`config.mk`:
```
export PLATFORM = sky130hd
export DESIGN_NAME = spi_rr_scheduler
export DESIGN_NICKNAME = d
export VERILOG_FILES = /design/src/rtl/spi_rr_scheduler.sv
export SDC_FILE = /design/constraint.sdc
export NUM_CORES = 1
export LEC_CHECK = 0
export BUFFER_PORTS_ARGS = -buffer_cell sky130_fd_sc_hd__buf_2
export CAP_MARGIN = 20
export CORE_AREA = 2 2 63 59
export DETAILED_ROUTE_END_ITERATION = 8
export DIE_AREA = 0 0 65 61
export PLACE_DENSITY = 0.82
export SETUP_SLACK_MARGIN = 0.4
export SLEW_MARGIN = 25
export SYNTH_ARGS = -nofsm -noshare
export SYNTH_HDL_FRONTEND = slang
export SYNTH_SLANG_ARGS = --single-unit
```
`constraint.sdc`:
```
create_clock -name clk -period 3.98 [get_ports clk]
set_input_delay 0.995 -clock clk [delete_from_list [all_inputs] [get_ports clk]]
set_output_delay 0.995 -clock clk [all_outputs]
set_load 0.05 [all_outputs]
```
`src/rtl/spi_rr_scheduler.sv`:
```
// spi_rr_scheduler: round-robin arbiter sharing one mode-0 SPI shifter across NUM_REQ chip selects.
// Define SPI_LSB_FIRST_EN to shift LSB first instead of MSB first.
module spi_rr_scheduler #(
    parameter int NUM_REQ = 4,
    parameter int DATA_W  = 8,
    parameter int CLK_DIV = 2
) (
    input  logic                      clk,
    input  logic                      rst,
    input  logic [NUM_REQ-1:0]        req,
    input  logic [NUM_REQ*DATA_W-1:0] req_data,
    output logic [NUM_REQ-1:0]        grant,
    output logic [NUM_REQ-1:0]        done,
    output logic                      busy,
    output logic                      sclk,
    output logic                      mosi,
    output logic [NUM_REQ-1:0]        cs_n
);
    localparam int PW = $clog2(NUM_REQ);
    localparam int BW = $clog2(DATA_W);
    localparam int DW = CLK_DIV > 1 ? $clog2(CLK_DIV) : 1;
    localparam logic [PW-1:0] LAST_REQ = PW'(NUM_REQ - 1);
    localparam logic [BW-1:0] LAST_BIT = BW'(DATA_W - 1);
    localparam logic [DW-1:0] LAST_DIV = DW'(CLK_DIV - 1);

    typedef enum logic [1:0] {IDLE, SHIFT_LO, SHIFT_HI, HOLD} state_t;

    state_t              state, state_n;
    logic [PW-1:0]       ptr, ptr_n, own, own_n, win;
    logic [BW-1:0]       cnt, cnt_n;
    logic [DW-1:0]       div, div_n;
    logic [DATA_W-1:0]   sh, sh_n;
    logic [NUM_REQ-1:0]  grant_n, done_n, cs_n_n;
    logic                busy_n, sclk_n, mosi_n, found, last_div;

`ifdef SPI_LSB_FIRST_EN
    function automatic logic first_bit(input logic [DATA_W-1:0] w);
        return w[0];
    endfunction
    function automatic logic [DATA_W-1:0] advance(input logic [DATA_W-1:0] w);
        return {1'b0, w[DATA_W-1:1]};
    endfunction
`else
    function automatic logic first_bit(input logic [DATA_W-1:0] w);
        return w[DATA_W-1];
    endfunction
    function automatic logic [DATA_W-1:0] advance(input logic [DATA_W-1:0] w);
        return {w[DATA_W-2:0], 1'b0};
    endfunction
`endif

    // first pending requester at or after the pointer, wrapping
    always_comb begin
        win = '0;
        found = 1'b0;
        for (int i = 0; i < NUM_REQ; i++) begin
            if (!found && req[(int'(ptr) + i) % NUM_REQ]) begin
                found = 1'b1;
                win = PW'((int'(ptr) + i) % NUM_REQ);
            end
        end
    end

    assign last_div = div == LAST_DIV;

    always_comb begin
        state_n = state;
        ptr_n   = ptr;
        own_n   = own;
        cnt_n   = cnt;
        div_n   = div;
        sh_n    = sh;
        grant_n = '0;
        done_n  = '0;
        busy_n  = busy;
        sclk_n  = sclk;
        mosi_n  = mosi;
        cs_n_n  = cs_n;
        case (state)
            IDLE: if (found) begin
                state_n      = SHIFT_LO;
                own_n        = win;
                ptr_n        = win == LAST_REQ ? '0 : win + 1'b1;
                grant_n[win] = 1'b1;
                cs_n_n       = '1;
                cs_n_n[win]  = 1'b0;
                busy_n       = 1'b1;
                sh_n         = req_data[win*DATA_W +: DATA_W];
                mosi_n       = first_bit(sh_n);
                sclk_n       = 1'b0;
                div_n        = '0;
                cnt_n        = '0;
            end
            SHIFT_LO: begin
                div_n = last_div ? '0 : div + 1'b1;
                if (last_div) begin
                    sclk_n  = 1'b1;
                    state_n = SHIFT_HI;
                end
            end
            SHIFT_HI: begin
                div_n = last_div ? '0 : div + 1'b1;
                if (last_div) begin
                    sclk_n = 1'b0;
                    cnt_n  = cnt + 1'b1;
                    if (cnt == LAST_BIT) begin
                        mosi_n  = 1'b0;
                        state_n = HOLD;
                    end else begin
                        sh_n    = advance(sh);
                        mosi_n  = first_bit(sh_n);
                        state_n = SHIFT_LO;
                    end
                end
            end
            HOLD: begin
                div_n = last_div ? '0 : div + 1'b1;
                if (last_div) begin
                    cs_n_n      = '1;
                    done_n[own] = 1'b1;
                    busy_n      = 1'b0;
                    state_n     = IDLE;
                end
            end
            default: state_n = IDLE;
        endcase
    end

    always_ff @(posedge clk or posedge rst) begin
        if (rst) begin
            state <= IDLE;
            ptr   <= '0;
            own   <= '0;
            cnt   <= '0;
            div   <= '0;
            sh    <= '0;
            grant <= '0;
            done  <= '0;
            busy  <= 1'b0;
            sclk  <= 1'b0;
            mosi  <= 1'b0;
            cs_n  <= '1;
        end else begin
            state <= state_n;
            ptr   <= ptr_n;
            own   <= own_n;
            cnt   <= cnt_n;
            div   <= div_n;
            sh    <= sh_n;
            grant <= grant_n;
            done  <= done_n;
            busy  <= busy_n;
            sclk  <= sclk_n;
            mosi  <= mosi_n;
            cs_n  <= cs_n_n;
        end
    end
endmodule

```
# After elaboration in Yosys (flattened, before gate mapping)
# Cells that the tools add are included.
# W data, S select, Z words.
# word_totals
ff_bits,32
in_bits,38
out_inout_bits,15
wordCells,119
# op_classes
add_sub_neg,6
magnitude_cmp,8
n_eq_ne,10
shifts,1
muxes,56
bitwise_logic,4
reduce_logical,22
# ops
cell,n
$shiftx A32 B6 Y8,1
$mux W4,6
$mux W1,21
$mux W7,3
$mux W2,10
$pmux W7 S2,1
$lt A3 B4 Y1 const B,3
$reduce_and A4 Y1,3
$ne A2 B2 Y1 const B,5
$lt A2 B3 Y1 const B,3
$bmux W1 S2,4
$pmux W2 S4,1
$pmux W4 S2,1
$eq A2 B2 Y1 const B,3
$mux W3,2
$pmux W1 S2,3
$pmux W3 S2,1
$reduce_and A3 Y1,2
$reduce_or A2 Y1,3
$logic_and A1 B1 Y1,5
$add A2 B1 Y2 const B,2
$add A2 B2 Y2 const B,2
$demux W1 S2,2
$ge A2 B1 Y1 const B,2
other kinds (13),18

# Depth between registers and ports, before layout
# depth
ltp_word,21
ltp_mapped,8
mapped_depth_nobuf,7

# Worst setup path after synthesis
# OpenSTA, ideal clock, no wires.
# synth_timing
path_kind,in2reg
start,in req[3]
end,reg mosi
setup_ns,0.124
arrival_ns,2.211
t_required_ns,3.856
path_slack_ns,1.645
cell_stages,5
n_path_buf,0
cell_sequence,nor4_1 -> mux2_2 -> nand2b_1 -> mux2i_1 -> o21ai_2
# synth_via
elab_chain_len,15
word_cells_on_any_way,30
cone_classes,eq/ne: 1; shift: 1; mux: 21; reduce/logical: 7
# synth_rtl
item,line,text
"start, declared",10,"input logic [NUM_REQ-1:0] req,"
$bmux W1 S2,57,if (!found && req[(int'(ptr) + i) % NUM_REQ]) begin
$mux W1 (not written as such),57,
$mux W1,57,
$logic_not A1 Y1,57,
$logic_and A1 B1 Y1,57,
$mux W1,57,
$logic_not A1 Y1,57,
$logic_and A1 B1 Y1,57,
$mux W1,57,
$logic_not A1 Y1,57,
$logic_and A1 B1 Y1,57,
$mux W2,57,
$shiftx A32 B6 Y8,88,sh_n = req_data[win*DATA_W +: DATA_W];
$mux W1,80,IDLE: if (found) begin
$pmux W1 S2,79,case (state)
"end signal, assigned",154,mosi <= mosi_n;
"end, declared",16,"output logic mosi,"
# Parallel ways exist; a longest one is shown, timed or not. The select of a mux whose other input is x is not followed.
# A chain may end at the register's enable or synchronous reset.

# Worst setup path in the final report
# layout_timing
start,in req[3]
end,reg cs_n[3]
# layout_via
elab_chain_len,19
word_cells_on_any_way,35
cone_classes,order compare: 2; eq/ne: 1; mux: 23; bitwise: 1; reduce/logical: 8
# layout_rtl
item,line,text
$bmux W1 S2,57,
$mux W1 (not written as such),57,
$mux W1,57,
$logic_not A1 Y1,57,
$logic_and A1 B1 Y1,57,
$mux W1,57,
$logic_not A1 Y1,57,
$logic_and A1 B1 Y1,57,
(+3 left out),n/a,
$mux W2,57,
$lt A2 B3 Y1 (not written as such) or $ge A2 B1 Y1 (tied branches),86,cs_n_n[win] = 1'b0;
$logic_and A1 B1 Y1 (not written as such),86,
$mux W1 (not written as such),86,
$demux W1 S2,86,
$not A4 Y4 (no line),n/a,
$mux W4,80,
$pmux W4 S2,79,
"end signal, assigned",155,cs_n <= cs_n_n;
"end, declared",17,output logic [NUM_REQ-1:0] cs_n
# Parallel ways exist; a longest one is shown, timed or not. The select of a mux whose other input is x is not followed.

==> metrics.yaml <==
setup_path:
  startpoint_type: "input port"
  crit_type: "in -> reg"
  worstSetupEndpointType: "flop"
  worstPathRequired_ns: 4.20
  cp_data_arrival_time_ns: 2.80
  crit_fanout: 15
cts:
  path_clk_slew_ns: 0.06
  cts-buffers-inserted: 5
  clkSinkCount: 32
  post_cts_buffers: 0
  hold_buffers: 0
  clock_latency_ns: 0.29
  h-tree-depth: 2
  cts-root-buf: "clkbuf_8"
  cts_resized: 0
  cts_buffer_depth: 2
  cts_tree: "done"
placement:
  place_area_mm2: 0.00203
  port_buffers: 52
  dpl_worst_slack_ns: 1.12
  dp_hpwl_um: 2500
  gp_congestion: 0.835
drt:
  vias_per_cell: 5.11
  drt-initial-drc-count: 93
  wirelength_um: 3330
  vias: 1365
  ant_nets: 0
  wl_per_cell_um: 12.5
  dr.pass1.iters: 5
  drc: 0
cells_and_area:
  diodes: 0
  layout-drive-gt1-share_pct: 36.8
  finalInstanceArea_mm2: 0.00212
  final_core_util_pct: 64.7
  final_nets: 266
  area_growth_pct: 21.2
status:
  status: "complete, no violations"
die:
  start_util_pct: 53.4
  dieArea_mm2: 0.00397
  rows: 20
  die_h_um: 61
  fp.dieW_um: 65
  core_area_mm2: 0.00328
  ios: 53
job:
  maxCapViolCount: 0
sta:
  slew_headroom_pct: 54.2
  skew_ns: 0.00442
  setup_violations: 0
  rsz0062_at_grt: "no"
  fin_ws_ns: 1.40
  fmax_mhz: 388
  hold_viol_final: 0
  min_period_ns: 2.58
  maxSlewViolCount: 0
  finalSetupTns_ns: 0
  post-route-period-util_pct: 64.8
  max_slew.worst_pin.slew_ns: 0.686
pwr:
  irDropWorstVdd_mv: 0.308
  p_leak_nw: 1.12
  pwr_density_cell_mw_per_mm2: 726
global_route:
  grt_max_degree: 30
  grt_pass1_wl_um: 5640
  antenna_found_initial: 0
  track_usage_pct: 19.4
  gr-total-overflow: 0
  grt_pass1_vias: 1299
yosys:
  netlist-cell-type-count: 36
  synth_edf_count: 0
  ys_warn_count: 0
  synthFlopType: "dfrtp_1"
  synthCells: 168
  ys_seq_area_share_pct: 46.0
  ys_ff_latch: 32
  synthArstFlopShare_pct: 100
  syn_nets: 212
  avgSynthCellArea_um2: 10.4
  syn_area_mm2: 0.00175
worst_hold_path:
  hp-class: "reg -> reg"
==> placed cells by master, fill, tap and decap left out, types with 2 or more instances in the layout <==
| master | n |
|---|---|
| o21ai_1 | 2 |
| o211ai_1 | 2 |
| nor2_1 | 10 |
| nor3_1 | 2 |
| buf_2 | 52 |
| dfstp_2 | 4 |
| and3_1 | 2 |
| mux2_2 | 4 |
| dfrtp_1 | 28 |
| nor3b_1 | 2 |
| o21ai_0 | 9 |
| mux2i_1 | 19 |
| a22o_1 | 2 |
| buf_4 | 2 |
| and2_1 | 5 |
| nand3_1 | 8 |
| mux2_4 | 4 |
| nand2_1 | 24 |
| o211ai_2 | 4 |
| inv_1 | 8 |
| ha_1 | 6 |
| clkbuf_8 | 6 |
| a21oi_1 | 3 |
| clkinv_2 | 2 |
| nand2b_1 | 2 |
==> synthesized netlist by cell type, types with 2 or more instances <==
cell type / count / area (um2)
and2_1: 5 / 31.3
nand2b_1: 2 / 12.5
mux2_2: 4 / 45.0
ha_1: 6 / 75.1
o211ai_1: 2 / 15.0
clkbuf_1: 2 / 7.51
mux2i_1: 19 / 190
dfstp_2: 4 / 105
a22o_1: 2 / 17.5
o21ai_1: 2 / 10.0
mux2_4: 4 / 60.1
a21oi_1: 3 / 15.0
nand3_1: 8 / 40.0
nor3b_1: 2 / 15.0
nor3_1: 2 / 10.0
dfrtp_1: 28 / 701
buf_2: 2 / 10.0
and3_1: 2 / 12.5
nor2_1: 10 / 37.5
o211ai_2: 4 / 50.1
nand2_1: 24 / 90.1
inv_1: 9 / 33.8
o21ai_0: 9 / 45.0
==> cells by family (layout without fill, tap and decap cells) <==
family / count (synthesis) / after routing / synth area share (%)
multiplexers: 27 / 27 / 16.9
adder cells (fa/ha/maj): 6 / 6 / 4.29
flip-flops: 32 / 32 / 46.0
AO/OA/AOI/OAI: 29 / 29 / 12.3
AND/OR/NAND/NOR: 58 / 58 / 15.6
buffers and inverters: 16 / 71 / 4.93
==> final timing paths <==
kind | from | endpoint | slack [ns] | cells after the start
worst max register to register | ptr[1] | cs_n[1] | 1.99 | 7
worst max-delay path | req[3] | cs_n[3] | 1.40 | 6
min in group asynchronous | rst | sh[4] | 0.77 | 2
worst min-delay path | busy | busy | 0.48 | 2
max in group asynchronous | rst | cs_n[2] | 2.63 | 3
worst min register to register | busy | busy | 0.48 | 2
==> area by class of cell <==
class,count,area [um2]
clock buffers,6,82.6
clock inverters,2,10.0
fillers,285,1160
inverters,9,33.8
multi-input cells,120,858
flip-flops and latches,32,806
well taps,44,55.1
repair buffers,54,275
==> power by group <==
part / internal, W / switching [W]
logic: 0.000275 / 0.000455
registers: 0.000456 / 0.0000993
clock network: 0.000138 / 0.000116
==> state kept, by name, summed over array words and instances (netlist names) <==
register,cells
state,2
mosi,1
div,1
cnt,3
done,4
grant,4
own,2
ptr,2
sh,7
busy,1
cs_n,4
sclk,1
==> metrics by stage <==
stage | std cells | hold slack (ns) | power (W)
after floorplan | 168 | 0.454 | 0.00116
after global placement | 259 | 0.466 | 0.00127
after global routing | 267 | 0.519 | 0.00165
after detailed placement | 259 | 0.465 | 0.00129
after CTS | 267 | 0.480 | 0.00155
final | 267 | 0.483 | 0.00154
==> per-layer routing <==
layer | part of all wire [%] | routed length (um) | up-vias | global-route usage (%)
met1 | 42 | 1400 | 610 | 21.5
met4 | 1.9 | 64 | 0 | 9.12
met3 | 6.4 | 214 | 7 | 5.19
met2 | 50 | 1650 | 54 | 35.3
li1 | - | - | 694 | -
met5 | 0 | 0 | - | 0
==> worst max-delay path, stage by stage <==
cell and delay (ns):
buf_2 0.12, nor4_1 0.59, nand2b_1 0.64, nand2_1 0.23
nor2_1 0.17, nor2_1 0.05
(Power assumes the default switching activity.)
